File: config.mk
export PLATFORM = sky130hd
export DESIGN_NAME = mod_mem_arbiter
export DESIGN_NICKNAME = d
export VERILOG_FILES = /design/src/rtl/mem_arbiter_pkg.sv /design/src/rtl/mod_mem_arbiter_pick.sv /design/src/rtl/mod_mem_arbiter.sv
export SDC_FILE = /design/constraint.sdc
export NUM_CORES = 1
export LEC_CHECK = 0
export BUFFER_PORTS_ARGS = -buffer_cell sky130_fd_sc_hd__buf_2
export CAP_MARGIN = 20
export CORE_UTILIZATION = 30
export CTS_CLUSTER_DIAMETER = 30
export DETAILED_ROUTE_END_ITERATION = 10
export GPL_ROUTABILITY_DRIVEN = 0
export SETUP_SLACK_MARGIN = 0.2
export SYNTH_ARGS = -nofsm -noshare
export SYNTH_HDL_FRONTEND = slang
export SYNTH_SLANG_ARGS = --single-unit
File: constraint.sdc
create_clock -name clk_i -period 4.6 [get_ports clk_i]
set_input_delay 0 -clock clk_i [delete_from_list [all_inputs] [get_ports clk_i]]
set_output_delay 0 -clock clk_i [all_outputs]
set_load 0.01 [all_outputs]
File: src/rtl/mem_arbiter_pkg.sv
// Shared types for the two-port main-memory arbiter (instruction cache vs data cache).
// Widths follow `XLEN / `BYTEENABLE_WIDTH; defaults apply when no system defines are loaded.
`ifndef XLEN
`define XLEN 32
`endif
`ifndef BYTEENABLE_WIDTH
`define BYTEENABLE_WIDTH 4
`endif

package mem_arbiter_pkg;

    localparam int XLEN_W = `XLEN;
    localparam int BE_W   = `BYTEENABLE_WIDTH;

    typedef enum logic [1:0] {
        IDLE  = 2'd0,
        BUSY  = 2'd1,
        DRAIN = 2'd2
    } arb_state_t;

    typedef enum logic {
        PORT_INSTR = 1'b0,
        PORT_DATA  = 1'b1
    } arb_port_t;

    typedef struct packed {
        logic [XLEN_W-1:0] address;
        logic [XLEN_W-1:0] writedata;
        logic [BE_W-1:0]   byteenable;
        logic              read;
        logic              write;
    } mem_req_t;

    localparam mem_req_t MEM_REQ_IDLE = '{
        address:    {XLEN_W{1'b0}},
        writedata:  {XLEN_W{1'b0}},
        byteenable: {BE_W{1'b0}},
        read:       1'b0,
        write:      1'b0
    };

    // Write beats read on one port; a read carries no write data to memory.
    function automatic mem_req_t make_req(
        input logic [XLEN_W-1:0] address,
        input logic [XLEN_W-1:0] writedata,
        input logic [BE_W-1:0]   byteenable,
        input logic              read,
        input logic              write
    );
        mem_req_t r;
        r.address    = address;
        r.byteenable = byteenable;
        r.write      = write;
        r.read       = read & ~write;
        r.writedata  = write ? writedata : {XLEN_W{1'b0}};
        return r;
    endfunction

endpackage

File: src/rtl/mod_mem_arbiter_pick.sv
// Combinational winner selection between the two requesters.
// A tie goes to the port that did not win last; a fixed tie-off of PORT_INSTR gives data priority.
module mod_mem_arbiter_pick
    import mem_arbiter_pkg::*;
(
    input  logic      instr_req,
    input  logic      data_req,
    input  arb_port_t last_grant,
    output arb_port_t winner,
    output logic      any_req
);

    // Pick the winner from the request pair and the previous grant.
    always_comb begin
        any_req = instr_req | data_req;
        winner  = PORT_INSTR;
        if (instr_req && data_req) begin
            winner = (last_grant == PORT_DATA) ? PORT_INSTR : PORT_DATA;
        end else if (data_req) begin
            winner = PORT_DATA;
        end else begin
            winner = PORT_INSTR;
        end
    end

endmodule

File: src/rtl/mod_mem_arbiter.sv
// Shares one main-memory port between instruction and data caches; one transaction in flight.
// Define MEM_ARBITER_RR_EN to alternate ties between ports instead of fixed data priority.
module mod_mem_arbiter
    import mem_arbiter_pkg::*;
(
    input  logic              clk_i,
    input  logic              rst_i,
    input  logic [XLEN_W-1:0] instr_address_i,
    input  logic [XLEN_W-1:0] instr_writedata_i,
    input  logic              instr_read_i,
    input  logic              instr_write_i,
    input  logic [BE_W-1:0]   instr_byteenable_i,
    output logic [XLEN_W-1:0] instr_readdata_o,
    output logic              instr_operation_stb_o,
    input  logic [XLEN_W-1:0] data_address_i,
    input  logic [XLEN_W-1:0] data_writedata_i,
    input  logic              data_read_i,
    input  logic              data_write_i,
    input  logic [BE_W-1:0]   data_byteenable_i,
    output logic [XLEN_W-1:0] data_readdata_o,
    output logic              data_operation_stb_o,
    input  logic [XLEN_W-1:0] memory_readdata_i,
    input  logic              memory_operation_stb_i,
    output logic [XLEN_W-1:0] memory_address_o,
    output logic [XLEN_W-1:0] memory_writedata_o,
    output logic              memory_read_o,
    output logic              memory_write_o,
    output logic [BE_W-1:0]   memory_byteenable_o,
    output logic              grant_o,
    output logic              busy_o
);

    arb_state_t state_r;
    arb_port_t  grant_r;
    mem_req_t   mem_r;

    logic       instr_req_s;
    logic       data_req_s;
    logic       granted_req_s;
    logic       any_req_s;
    arb_port_t  winner_s;
    arb_port_t  last_grant_s;
    mem_req_t   winner_req_s;

    assign instr_req_s = instr_read_i | instr_write_i;
    assign data_req_s  = data_read_i  | data_write_i;

`ifdef MEM_ARBITER_RR_EN
    arb_port_t last_grant_r;

    // Remember who won most recently so the next tie goes the other way.
    always_ff @(posedge clk_i) begin
        if (rst_i) begin
            last_grant_r <= PORT_DATA;
        end else if (state_r == IDLE && any_req_s) begin
            last_grant_r <= winner_s;
        end else begin
            last_grant_r <= last_grant_r;
        end
    end

    assign last_grant_s = last_grant_r;
`else
    assign last_grant_s = PORT_INSTR;
`endif

    mod_mem_arbiter_pick u_pick (
        .instr_req  (instr_req_s),
        .data_req   (data_req_s),
        .last_grant (last_grant_s),
        .winner     (winner_s),
        .any_req    (any_req_s)
    );

    // Form the memory request of whichever port is about to be granted.
    always_comb begin
        winner_req_s = MEM_REQ_IDLE;
        case (winner_s)
            PORT_DATA:  winner_req_s = make_req(data_address_i, data_writedata_i,
                                                data_byteenable_i, data_read_i, data_write_i);
            PORT_INSTR: winner_req_s = make_req(instr_address_i, instr_writedata_i,
                                                instr_byteenable_i, instr_read_i, instr_write_i);
            default:    winner_req_s = MEM_REQ_IDLE;
        endcase
    end

    assign granted_req_s = (grant_r == PORT_DATA) ? data_req_s : instr_req_s;

    // Arbitration FSM; memory stb takes precedence over a requester withdrawing.
    always_ff @(posedge clk_i) begin
        if (rst_i) begin
            state_r <= IDLE;
            grant_r <= PORT_INSTR;
            mem_r   <= MEM_REQ_IDLE;
        end else begin
            case (state_r)
                IDLE: begin
                    if (any_req_s) begin
                        state_r <= BUSY;
                        grant_r <= winner_s;
                        mem_r   <= winner_req_s;
                    end else begin
                        state_r <= IDLE;
                    end
                end
                BUSY: begin
                    if (memory_operation_stb_i) begin
                        state_r <= IDLE;
                        grant_r <= PORT_INSTR;
                        mem_r   <= MEM_REQ_IDLE;
                    end else if (!granted_req_s) begin
                        state_r <= DRAIN;
                    end else begin
                        state_r <= BUSY;
                    end
                end
                DRAIN: begin
                    if (memory_operation_stb_i) begin
                        state_r <= IDLE;
                        grant_r <= PORT_INSTR;
                        mem_r   <= MEM_REQ_IDLE;
                    end else begin
                        state_r <= DRAIN;
                    end
                end
                default: begin
                    state_r <= IDLE;
                    grant_r <= PORT_INSTR;
                    mem_r   <= MEM_REQ_IDLE;
                end
            endcase
        end
    end

    // Completion goes back only to the granted port, and only while it is still waiting.
    always_comb begin
        instr_operation_stb_o = 1'b0;
        data_operation_stb_o  = 1'b0;
        if (state_r == BUSY && memory_operation_stb_i) begin
            instr_operation_stb_o = (grant_r == PORT_INSTR);
            data_operation_stb_o  = (grant_r == PORT_DATA);
        end else begin
            instr_operation_stb_o = 1'b0;
            data_operation_stb_o  = 1'b0;
        end
    end

    assign instr_readdata_o    = memory_readdata_i;
    assign data_readdata_o     = memory_readdata_i;
    assign memory_address_o    = mem_r.address;
    assign memory_writedata_o  = mem_r.writedata;
    assign memory_byteenable_o = mem_r.byteenable;
    assign memory_read_o       = mem_r.read;
    assign memory_write_o      = mem_r.write;
    assign grant_o             = grant_r;
    assign busy_o              = (state_r != IDLE);

endmodule

==> metrics <==
dominant cells by area after synthesis=dfxtp_1 35%, buf_4 12%, mux2_2 9.6%; maximum single-stage delay on the critical path=0.54 ns; max-slew violation count=0; synthesized area per cell=8.07 um^2; NumNets Final=830; WHS=0.00000579 ns; required time worst endpoint=4.86 ns; DP Area=0.00490 mm^2; Max-Cap Viols=0; post-synth top area share=34.5%; Max IR drop VDD=0.142 mV; CTS tree=yes; f_max=0.453 GHz; Yosys reg bits=73; critical path arrival=2.46 ns; worst path cell trace=inv_1, ha_1, inv_1, nor2_4, buf_4, o21ai_0, a21oi_1; Pre-antenna DRT Iters=6; Vias=3974; DR WL/cell=14.0 um; sequential share of the synthesized area=34.5%; Fin. Hold Viols=0; clk sinks=73; Clock Latency Late Sink=0.34 ns; DIE AREA=0.0146 mm^2; Lkg Pwr=2.40 nW; first-pass GRT wire length=17900 um; remaining design rule violation count=0; Vias per Instance=4.75; final wirelength=11700 um; Max clock buf depth=2; type of origin of the critical path=flip-flop; # IOs=313; DRT iter0 DRCs=214; Starting Density=30.6%; Worst Tran Pin Value=0.802 ns; Post-DRT Antenna Nets=0; CTS H-tree lvls=3; Num CTS Buffers=9; pin count of the biggest net entering global routing=74; Finished Cell Area=0.00524 mm^2; number of distinct library cells after synthesis=29; setup TNS=0 ns; port bufs=216; Tightest Hold Check Type=input port to output pin; Clock Skew=0.00642 ns; post-route clock period utilization=48.0%; status=finished, final reports clean; Crit. End Element=flip-flop; initial antenna violation count=0; P&R area growth vs syn=23.8%; hpwl dp=8090 um; clock slew at reported path FFs=0.06 ns; total track usage=15.7%; RSZ-0062 raised after global routing=false; die height=121 um; leading area contributor after synthesis=dfxtp_1; kind of critical path=flip-flop to flip-flop; layout cells sized above 1=42.7%; top fanout value on the critical path=40; diode count=0; Fillers=1484; cell count after synthesis=524; cell mode on critical path=inv_1; PwrDens=334 mW/mm^2; vias in the first global route=3561; GR Overflow Total=0; Root Buffer=clkbuf_16; dpl cells=818; crit path buf inv count=3; net count of the mapped netlist=703; slowest CP cell=nor2_4; slew margin rel.=46.6%; postcts setup bufs=0; minimum clock period=2.21 ns; non-filler cells, final=836; final count of negative-setup-slack endpoints=0; Synth Cell Area=0.00423 mm^2; family with the most delay on the worst path=buffers and inverters; core area=0.0138 mm^2; synth warn=0; num rows=43; die width=121 um
[cells by family (layout without fill, tap and decap cells)]
| logic type | Yosys count | after routing | synth area share [%] |
|---|---|---|---|
| AOI/OAI and AO/OA | 178 | 178 | 23.2 |
| and+or+nand+nor | 120 | 120 | 14.5 |
| buffers and inverters | 113 | 245 | 17.0 |
| DFF | 73 | 73 | 34.5 |
| muxes | 36 | 36 | 9.58 |
| adders and majority gates | 4 | 4 | 1.18 |
[cell usage after synthesis]
| library cell | count |
|---|---|
| and3_1 | 2 |
| ha_1 | 4 |
| a21o_1 | 33 |
| buf_4 | 67 |
| a21oi_1 | 72 |
| a31oi_1 | 1 |
| clkbuf_1 | 26 |
| nand3_1 | 1 |
| nor2b_1 | 2 |
| o21ai_0 | 69 |
| o21ai_1 | 1 |
| or3_1 | 2 |
| buf_6 | 4 |
| clkbuf_2 | 1 |
| nand2b_1 | 2 |
| nor2_4 | 1 |
| o211ai_1 | 1 |
| or4_4 | 1 |
| dfxtp_1 | 73 |
| nand3b_1 | 32 |
| a2bb2oi_1 | 1 |
| buf_1 | 1 |
| inv_1 | 4 |
| mux2_2 | 36 |
| nand2_1 | 71 |
| buf_2 | 10 |
| nor2_1 | 2 |
| nor3_1 | 3 |
| nor4_1 | 1 |
[layer usage]
| metal | track usage (%) | wire, um |
|---|---|---|
| met1 | 18.5 | 4930 |
| met2 | 25.7 | 5590 |
| met3 | 5.38 | 995 |
| met4 | 7.18 | 183 |
| met5 | 0 | 0 |
[state kept, by name, summed over array words and instances, names as in the netlist]
signal and cells:
state_r 2, memory_byteenable_o 4, memory_read_o 1, grant_o 1
memory_write_o 1, memory_writedata_o 32, memory_address_o 32
[where the power goes]
group	switching (mW)	total [mW]	internal (mW)
sequential	0.0205	0.700	0.680
combinational	0.189	0.351	0.162
clock	0.265	0.698	0.433
total	0.475	1.75	1.27
[what timing repair did]
item	in CTS	in global routing
gates resized for setup	0	0
endpoints found under the hold margin	1	0
hold buffers	1	0
[cell usage in the layout, fill, tap and decap left out, types with 3 or more instances in the layout]
master     Yosys  final
a21o_1        33     33
a21oi_1       72     72
buf_2         10    216
buf_4         67      7
clkbuf_16      0      9
dfxtp_1       73     73
ha_1           4      4
inv_1          4      4
mux2_2        36     36
nand2_1       71     71
nand3b_1      32     32
nor3_1         3      3
o21ai_0       69     69
[path summary, 6_finish.rpt]
| check | start | endpoint | slack, ns | depth (start not counted) |
|---|---|---|---|---|
| worst min-delay path | memory_readdata_i[21] | data_readdata_o[21] | 0.000006 | 0 |
| worst min register to register | memory_writedata_o[19]$_SDFFE_PP0P_ | memory_writedata_o[19]$_SDFFE_PP0P_ | 0.47 | 2 |
| worst max register to register | state_r[0]$_SDFF_PP0_ | memory_writedata_o[6]$_SDFFE_PP0P_ | 2.39 | 7 |
| worst max-delay path | state_r[0]$_SDFF_PP0_ | memory_writedata_o[6]$_SDFFE_PP0P_ | 2.39 | 7 |
[through the flow]
step / util (%) / total power, mW / setup WS [ns]
finish: 37.9 / 1.75 / 2.39
global route: 37.9 / 1.84 / 2.18
CTS: 37.7 / 1.78 / 2.36
detailed placement: 35.5 / 1.07 / 2.12
global placement: 35.5 / 1.07 / 2.21
floorplan: - / 0.982 / 3.04
[worst reg2reg max path, cell delays in order (launching register included)]
cell and delay, ns:
dfxtp_1 0.33, inv_1 0.08, ha_1 0.24, inv_1 0.13, nor2_4 0.54, buf_4 0.47, o21ai_0 0.16, a21oi_1 0.18
[cell type report]
class	instances	area (um^2)	share of cell area [%]
Multi-Input combinational cell	338	2070	39.5
Sequential cell	73	1460	27.9
Timing Repair Buffer	225	1170	22.4
Clock buffer	11	243	4.63
Tap cell	180	225	4.30
Clock inverter	5	55.1	1.05
Inverter	4	15.0	0.287
No activity file was read; power rests on OpenSTA's default activity.
